`config.mk`:
```
export PLATFORM = sky130hd
export DESIGN_NAME = msg_load_ctrl
export DESIGN_NICKNAME = d
export VERILOG_FILES = /design/src/rtl/msg_load_ctrl.sv
export SDC_FILE = /design/constraint.sdc
export NUM_CORES = 1
export LEC_CHECK = 0
export BUFFER_PORTS_ARGS = -buffer_cell sky130_fd_sc_hd__buf_2
export CAP_MARGIN = 30
export CORE_MARGIN = 10
export CORE_UTILIZATION = 30
export DETAILED_ROUTE_END_ITERATION = 12
export GPL_TIMING_DRIVEN = 1
export PLACE_DENSITY = 0.59
export SYNTH_ARGS = -nofsm -noshare
export SYNTH_HDL_FRONTEND = slang
export SYNTH_SLANG_ARGS = --single-unit
```
`constraint.sdc`:
```
create_clock -name clk -period 2.73 [get_ports clk]
set_clock_uncertainty 0.2 [all_clocks]
set_input_delay 0.546 -clock clk [delete_from_list [all_inputs] [get_ports clk]]
set_output_delay 0.546 -clock clk [all_outputs]
set_load 0.1 [all_outputs]
```
`src/rtl/msg_load_ctrl.sv`:
```
// msg_load_ctrl: streams a single-block SHA-256 message from SRAM into the block
// assembler one byte per cycle, starts the hash core, then pulses finish on completion.
module msg_load_ctrl #(
  parameter  int MAX_MESSAGE_LENGTH = 55,
  parameter  int ADDR_W             = 16,
  localparam int LW                 = $clog2(MAX_MESSAGE_LENGTH) + 1
) (
  input  logic              clk,
  input  logic              reset,
  input  logic              xxx__dut__go,
  input  logic [LW-1:0]     xxx__dut__msg_length,
  output logic [ADDR_W-1:0] dut__msg__address,
  output logic              dut__msg__enable,
  output logic              core_start,
  input  logic              core_done,
  output logic              dut__xxx__busy,
  output logic              dut__xxx__finish
);

  typedef enum logic [2:0] {
    ST_IDLE   = 3'd0,
    ST_READ   = 3'd1,
    ST_SETTLE = 3'd2,
    ST_START  = 3'd3,
    ST_WAIT   = 3'd4,
    ST_FIN    = 3'd5
  } state_t;

  localparam logic [LW-1:0] MAX_LEN  = LW'(MAX_MESSAGE_LENGTH);
  localparam logic [LW-1:0] CNT_ZERO = {LW{1'b0}};
  localparam logic [LW-1:0] CNT_ONE  = {{(LW-1){1'b0}}, 1'b1};

  state_t      state_r;
  state_t      state_s;
  logic [LW-1:0] cnt_r;
  logic [LW-1:0] cnt_s;
  logic [LW-1:0] len_r;
  logic [LW-1:0] len_s;
  logic [LW-1:0] len_clamp_s;

  // Clamp the requested length to what fits in one 512-bit block
  always_comb begin
    if (xxx__dut__msg_length > MAX_LEN) begin
      len_clamp_s = MAX_LEN;
    end else begin
      len_clamp_s = xxx__dut__msg_length;
    end
  end

  // Next-state, byte counter and length capture
  always_comb begin
    state_s = state_r;
    cnt_s   = cnt_r;
    len_s   = len_r;
    case (state_r)
      ST_IDLE: begin
        if (xxx__dut__go) begin
          len_s = len_clamp_s;
          cnt_s = CNT_ZERO;
          // An empty message skips the SRAM entirely; the assembler still pads
          if (len_clamp_s != CNT_ZERO) begin
            state_s = ST_READ;
          end else begin
            state_s = ST_SETTLE;
          end
        end else begin
          state_s = ST_IDLE;
        end
      end
      ST_READ: begin
        if (cnt_r == (len_r - CNT_ONE)) begin
          state_s = ST_SETTLE;
          cnt_s   = CNT_ZERO;
        end else begin
          state_s = ST_READ;
          cnt_s   = cnt_r + CNT_ONE;
        end
      end
      ST_SETTLE: begin
        state_s = ST_START;
      end
      ST_START: begin
        state_s = ST_WAIT;
      end
      ST_WAIT: begin
        if (core_done) begin
          state_s = ST_FIN;
        end else begin
          state_s = ST_WAIT;
        end
      end
      ST_FIN: begin
        state_s = ST_IDLE;
      end
      default: begin
        state_s = ST_IDLE;
        cnt_s   = CNT_ZERO;
      end
    endcase
  end

  // State, counter and captured length registers
  always_ff @(posedge clk or posedge reset) begin
    if (reset) begin
      state_r <= ST_IDLE;
      cnt_r   <= CNT_ZERO;
      len_r   <= CNT_ZERO;
    end else begin
      state_r <= state_s;
      cnt_r   <= cnt_s;
      len_r   <= len_s;
    end
  end

  // Outputs registered from the next state so they line up with the state they decode
  always_ff @(posedge clk or posedge reset) begin
    if (reset) begin
      dut__msg__address <= {ADDR_W{1'b0}};
      dut__msg__enable  <= 1'b0;
      core_start        <= 1'b0;
      dut__xxx__busy    <= 1'b0;
      dut__xxx__finish  <= 1'b0;
    end else begin
      dut__msg__address <= (state_s == ST_READ) ? ADDR_W'(cnt_s) : {ADDR_W{1'b0}};
      dut__msg__enable  <= (state_s == ST_READ);
      core_start        <= (state_s == ST_START);
      dut__xxx__busy    <= (state_s != ST_IDLE);
      dut__xxx__finish  <= (state_s == ST_FIN);
    end
  end

endmodule
```
==> impl_metrics.toml, run 1 <==
[status]
outcome = "complete, no violations"

[global_routing]
grt.total_usage_pct = 8.08
grt_pass1_wl_mm = 5.74
grt_max_degree = 29
antenna_found_initial = 0
overflow = 0
grt_pass1_vias = 1231

[critical_path]
crit_path_start_kind = "flop"
crit_path_max_fanout = 10
cp.required_ps = 2690
worstPathArrival_ps = 2530
critical_path_class = "flop to flop"
slowest_stage = "dfrtp_1"
worstSetupEndpointType = "flop"
crit_chain = "inv_1 > ha_1 > or3b_1 > a211o_1 > a311oi_2 > o221ai_4 > a2111o_1"
cpLargestDelayFamily = "compound AO/OA/AOI/OAI gates"
cpPeakStageDelay_ps = 430
cp_num_buf_inv = 1

[cts]
postCtsSetupBuffers = 0
cts_resized = 0
cts_root_buf = "clkbuf_8"
cts.path.max_buffers = 2
numCtsBuffers = 3
clk_latency_ps = 270
htreeDepth = 1
cts_tree = "built"
clk_pin_slew_ps = 100
numClockSinks = 28
ctsHoldBuffers = 0

[synth]
seq_area_frac_synth_pct = 46.2
synth-simple-area-share_pct = 21.2
syn_area_per_cell_um2 = 9.25
synth_cells = 164
synth-xor-area-share_pct = 4.04
async_flop_share_pct = 100
synthMuxAreaShare_pct = 0
ys_top_cells_by_area = "dfrtp_1 46%, a21oi_1 5.3%, nor2_1 4.9%"
synthFlopType = "dfrtp_1"
synth_top_family_by_area = "simple AND/OR/NAND/NOR gates"
netlist_area_um2 = 1520
yosys_warnings = 0
yosys.area_share.adder_pct = 2.47
synth_area_leader_cell = "dfrtp_1"
synth_edf_count = 0
synth_compound_area_share_pct = 19.0
ys_types = 39
synth_top_area_share_pct = 46.2
synth-seq-cells = 28

[floorplan]
io_pins = 31
initial_utilization_pct = 31.5
die_h_um = 91.1
die_x_um = 91.1
dieArea_um2 = 8300
coreArea_um2 = 4820
rows = 25

[placed_design]
dpl.hpwl_mm = 2.57
place_area_um2 = 1680
place.port_buffers = 21
pre_cts_ws_ps = 145
gp_congestion = 0.743

[route]
wl_per_cell_um = 12.8
firstDrtPassIters = 4
drt_iter0_drc = 45
remaining_drc_errors = 0
detail-route-antenna-nets = 0
vias_per_cell = 4.62
vias = 1179
wirelength_mm = 3.25

[cells_and_area]
n_antenna_cell = 0
drive_gt1_share_pct = 18.6
stdcell_area_um2 = 1760
nets = 203
syn_to_final_growth_pct = 15.9
nFillCells = 518

[timing]
hold_viol = 0
fmax_mhz = 390
rsz0062_at_grt = "true"
setup_viol = 0
finalWorstSetupSlack_ps = 167
period_share_pct = 93.9
report.final.slew_viol_count = 0
period_needed_ps = 2560
whs_ps = 116

[pwr]
p_per_area_nw_per_um2 = 1170
leakage_nw = 0.814
ir_drop_mv = 0.490

[run]
max_cap_viol_count = 0

[min_path]
hp-class = "input port to async pin"
==> per-layer routing <==
| metal | track usage [%] | wire (µm) | part of all wire (%) |
|---|---|---|---|
| met1 | 9.81 | 1470 | 45 |
| met3 | 1.65 | 83 | 2.6 |
| met2 | 14.0 | 1680 | 52 |
| met4 | 2.35 | 20 | 0.62 |
| met5 | 0 | 0 | 0 |
==> sequential cells by signal, summed over array words and instances, names as in the netlist <==
name               cells
dut__xxx__busy         1
dut__msg__enable       1
core_start             1
state_r                3
dut__msg__address      7
len_r                  7
cnt_r                  7
dut__xxx__finish       1
==> worst min-delay path, delay by kind of cell <==
kind                   cells  cell delay, ps
buffers and inverters      3             450
==> cell usage in the layout, fill, tap and decap left out, types with 2 or more instances in the layout <==
cell type,Yosys,routed
buf_4,9,3
buf_2,0,21
nor3_1,4,4
and2_1,5,5
and3_1,2,2
conb_1,1,9
xor2_1,3,3
nand3_1,4,4
inv_1,7,7
or2_2,4,4
o21ai_0,6,6
xnor2_1,4,4
clkbuf_8,0,3
nand2_1,13,13
ha_1,3,3
nor2b_1,5,5
or3_1,3,3
dfrtp_1,28,28
o211ai_1,6,6
a21oi_1,16,16
nor2_1,20,20
==> final timing paths <==
kind | from | to | slack (ps) | cells after the start
min in group clk | xxx__dut__msg_length[2] | len_r[2]$_DFFE_PP0P_ | 300 | 2
hold / removal | reset | len_r[6]$_DFFE_PP0P_ | 120 | 3
setup reg to reg | len_r[0]$_DFFE_PP0P_ | state_r[0]$_DFF_PP0_ | 170 | 7
hold reg to reg | len_r[6]$_DFFE_PP0P_ | len_r[6]$_DFFE_PP0P_ | 330 | 1
max in group asynchronous | reset | dut__xxx__busy$_DFF_PP0_ | 1960 | 3
setup / recovery | len_r[0]$_DFFE_PP0P_ | state_r[0]$_DFF_PP0_ | 170 | 7
==> final cells by class <==
cell class	instances	area, µm²	area share, %
clock buffers	3	41.3	2.35
clock inverters	1	30.0	1.71
inverters	7	26.3	1.49
multi-input cells	125	749	42.6
flip-flops and latches	28	701	39.8
well taps	67	83.8	4.77
repair buffers	24	128	7.25
==> synthesized netlist by cell type (2+ instances only) <==
| cell | instances |
|---|---|
| dfrtp_1 | 28 |
| nor2_1 | 20 |
| a21oi_1 | 16 |
| nand2_1 | 13 |
| buf_4 | 9 |
| inv_1 | 7 |
| o211ai_1 | 6 |
| o21ai_0 | 6 |
| and2_1 | 5 |
| nor2b_1 | 5 |
| nand3_1 | 4 |
| nor3_1 | 4 |
| or2_2 | 4 |
| xnor2_1 | 4 |
| ha_1 | 3 |
| or3_1 | 3 |
| xor2_1 | 3 |
| and3_1 | 2 |
| clkbuf_1 | 2 |
==> logic make-up (layout without fill, tap and decap cells) <==
group	after synthesis	count (layout)
other cells	1	9
compound gates	41	41
xor+xnor	7	7
simple gates	65	65
buf+inv	19	35
fa+ha+maj	3	3
flops	28	28
==> power by group <==
group          internal [mW]  switching, mW  leakage (nW)
combinational          0.274          0.769         0.432
sequential             0.560          0.139         0.347
clock                  0.196          0.128        0.0357
total                   1.03           1.04         0.814
==> through the flow <==
step | power (mW) | utilization, % | std cells | setup TNS, ps
floorplan | 1.56 | - | 172 | 0
global placement | 1.74 | 34.9 | 251 | 0
detailed placement | 1.76 | 34.9 | 251 | 0
CTS | 2.09 | 36.4 | 255 | 0
global route | 2.21 | 36.5 | 255 | -1.41
finish | 2.07 | 36.5 | 255 | 0
No activity file was read; power rests on OpenSTA's default activity.
==> run 2, diff against run 1 <==
--- a/config.mk
+++ b/config.mk
@@ -8,10 +8,10 @@
 export BUFFER_PORTS_ARGS = -buffer_cell sky130_fd_sc_hd__buf_2
 export CAP_MARGIN = 30
 export CORE_MARGIN = 10
-export CORE_UTILIZATION = 30
+export CORE_UTILIZATION = 54
 export DETAILED_ROUTE_END_ITERATION = 12
 export GPL_TIMING_DRIVEN = 1
-export PLACE_DENSITY = 0.59
+export PLACE_DENSITY = 0.89
 export SYNTH_ARGS = -nofsm -noshare
 export SYNTH_HDL_FRONTEND = slang
 export SYNTH_SLANG_ARGS = --single-unit
==> run 2 against run 1 <==
Against the previous run: clock-buffer cell count did not move; global-route usage grew 5.7 points; maximum frequency down 3.1%; cell area fell by 1.3%; die area is 36% lower; register-to-register slack worse by 80 ps.
==> impl_metrics.toml, run 2 (synthesized netlist as in run 1, its figures left out) <==
[critical_path]
critical_path_class = "flop to flop"
worstSetupEndpointType = "flop"
crit_path_max_fanout = 5
cp.required_ps = 2760
crit_start = "len_r[0]$_DFFE_PP0P_"
crit_path_start_kind = "flop"
worstPathArrival_ps = 2680
r2r_start = "len_r[0]$_DFFE_PP0P_"
ff2ff_setup_slack_ps = 90

[placed_design]
place_area_um2 = 1630
gp_congestion = 0.875
place.port_buffers = 21
pre_cts_ws_ps = 142
dpl.hpwl_mm = 2.62

[pwr]
p_per_area_nw_per_um2 = 1240
p_int_mw = 1.01
ir_drop_mv = 1.03
power.switching_mw = 1.14
p_seq_share_pct = 32.8
leakage_nw = 0.816
pwr-share-comb_pct = 54.4
p_sw_share_pct = 53.0
pwr-share-clk_pct = 12.8
p_total_mw = 2.15

[cells_and_area]
seqCellArea_um2 = 701
stdcell_area_um2 = 1740
n_antenna_cell = 0
multi_input_area_um2 = 783
final_common_cell = "dfrtp_1"
nets = 205
final_cell_mix = "28 x dfrtp_1, 21 x buf_2, 20 x nor2_1"
fin_util_pct = 64.1
syn_to_final_growth_pct = 14.4
drive_gt1_share_pct = 20.0
reg.largest.list = "cnt_r: 7 flops, dut__msg__address: 7 flops, len_r: 7 flops"
nFillCells = 218

[global_routing]
grt_max_degree = 29
antenna_found_initial = 0
grt.total_usage_pct = 13.8
grt_pass1_wl_mm = 5.86
grt_pass1_vias = 1310
overflow = 0

[timing]
whs_ps = 27.3
report.final.slew_viol_count = 0
fmax_mhz = 378
period_needed_ps = 2640
hold_viol = 0
finalWorstSetupSlack_ps = 85.8
maxSlewHeadroom_pct = 59.2
period_share_pct = 96.9
setup_viol = 0
worst_pin_slew_ps = 607

[floorplan]
initial_utilization_pct = 56.0
coreArea_um2 = 2710
dieArea_um2 = 5330
die_x_um = 73.0
rows = 19
die_h_um = 73.0
io_pins = 31

[route]
firstDrtPassIters = 4
detail-route-antenna-nets = 0
remaining_drc_errors = 0
wirelength_mm = 4.02
vias_per_cell = 6.04
vias = 1335
drt_iter0_drc = 153
wl_per_cell_um = 18.2

[cts]
clk_pin_slew_ps = 150
cts.path.max_buffers = 2
htreeDepth = 1
ctsHoldBuffers = 0
cts_root_buf = "clkbuf_4"
cts_tree = "built"
numClockSinks = 28
numCtsBuffers = 3
clk_latency_ps = 340

[min_path]
hp-class = "input port to async pin"

[status]
outcome = "complete, no violations"

[run]
max_cap_viol_count = 0
-- run 2: changes by cell type in the layout (fill, tap and decap cells not counted) --
cell      delta
a311oi_2     -1
a311oi_4     +1
a32oi_1      -1
a32oi_2      +1
buf_4        +1
clkbuf_4     +3
clkbuf_8     -3
o221ai_2     +1
-- run 2: per-stage QoR --
stage | instances | TNS [ps]
after global placement | 214 | 0
after global routing | 221 | -58.2
final | 221 | 0
after detailed placement | 214 | 0
after floorplan | 172 | 0
after CTS | 218 | 0
-- run 2: power by group through the flow --
stage / sequential [mW] / clock, mW / combinational (mW)
2_1_floorplan: 1.05 / 0 / 0.510
3_3_place_gp: 0.695 / 0 / 1.01
3_5_place_dp: 0.704 / 0 / 1.06
4_1_cts: 0.697 / 0.274 / 1.07
5_1_grt: 0.719 / 0.287 / 1.24
6_report: 0.704 / 0.274 / 1.17
-- run 2: final timing paths --
path,cells past startpoint,end
setup / recovery,9,dut__msg__address[2]$_DFF_PP0_
hold / removal,3,cnt_r[6]$_DFF_PP0_
setup reg to reg,9,dut__msg__address[2]$_DFF_PP0_
hold reg to reg,1,len_r[6]$_DFFE_PP0P_
max in group asynchronous,3,dut__msg__enable$_DFF_PP0_
min in group clk,2,len_r[2]$_DFFE_PP0P_
-- run 2: worst max-delay path, stage by stage, from the launching register on --
cell,delay (ps)
dfrtp_1,430
inv_1,90
ha_1,190
or3b_1,350
a211o_1,310
a311oi_4,290
buf_4,180
o221ai_2,150
o211ai_1,220
a21oi_1,130
-- run 2: layout make-up --
cell class | instances | share of cell area (%)
inverters | 7 | 1.51
multi-input cells | 126 | 45.1
clock inverters | 1 | 1.73
repair buffers | 25 | 7.78
flip-flops and latches | 28 | 40.3
well taps | 31 | 2.23
clock buffers | 3 | 1.30
-- run 2: timing repair --
action,in CTS,in global routing
setup endpoints to repair,0,9
setup buffers,0,2
resized for setup,0,3
-- run 2: routing by layer --
metal / vias up / wire length (µm) / GRT usage (%)
met1: 639 / 1460 / 13.3
li1: 609 / - / -
met3: 20 / 286 / 3.27
met4: 0 / 182 / 8.86
met2: 67 / 2100 / 25.2
met5: - / 0 / 0
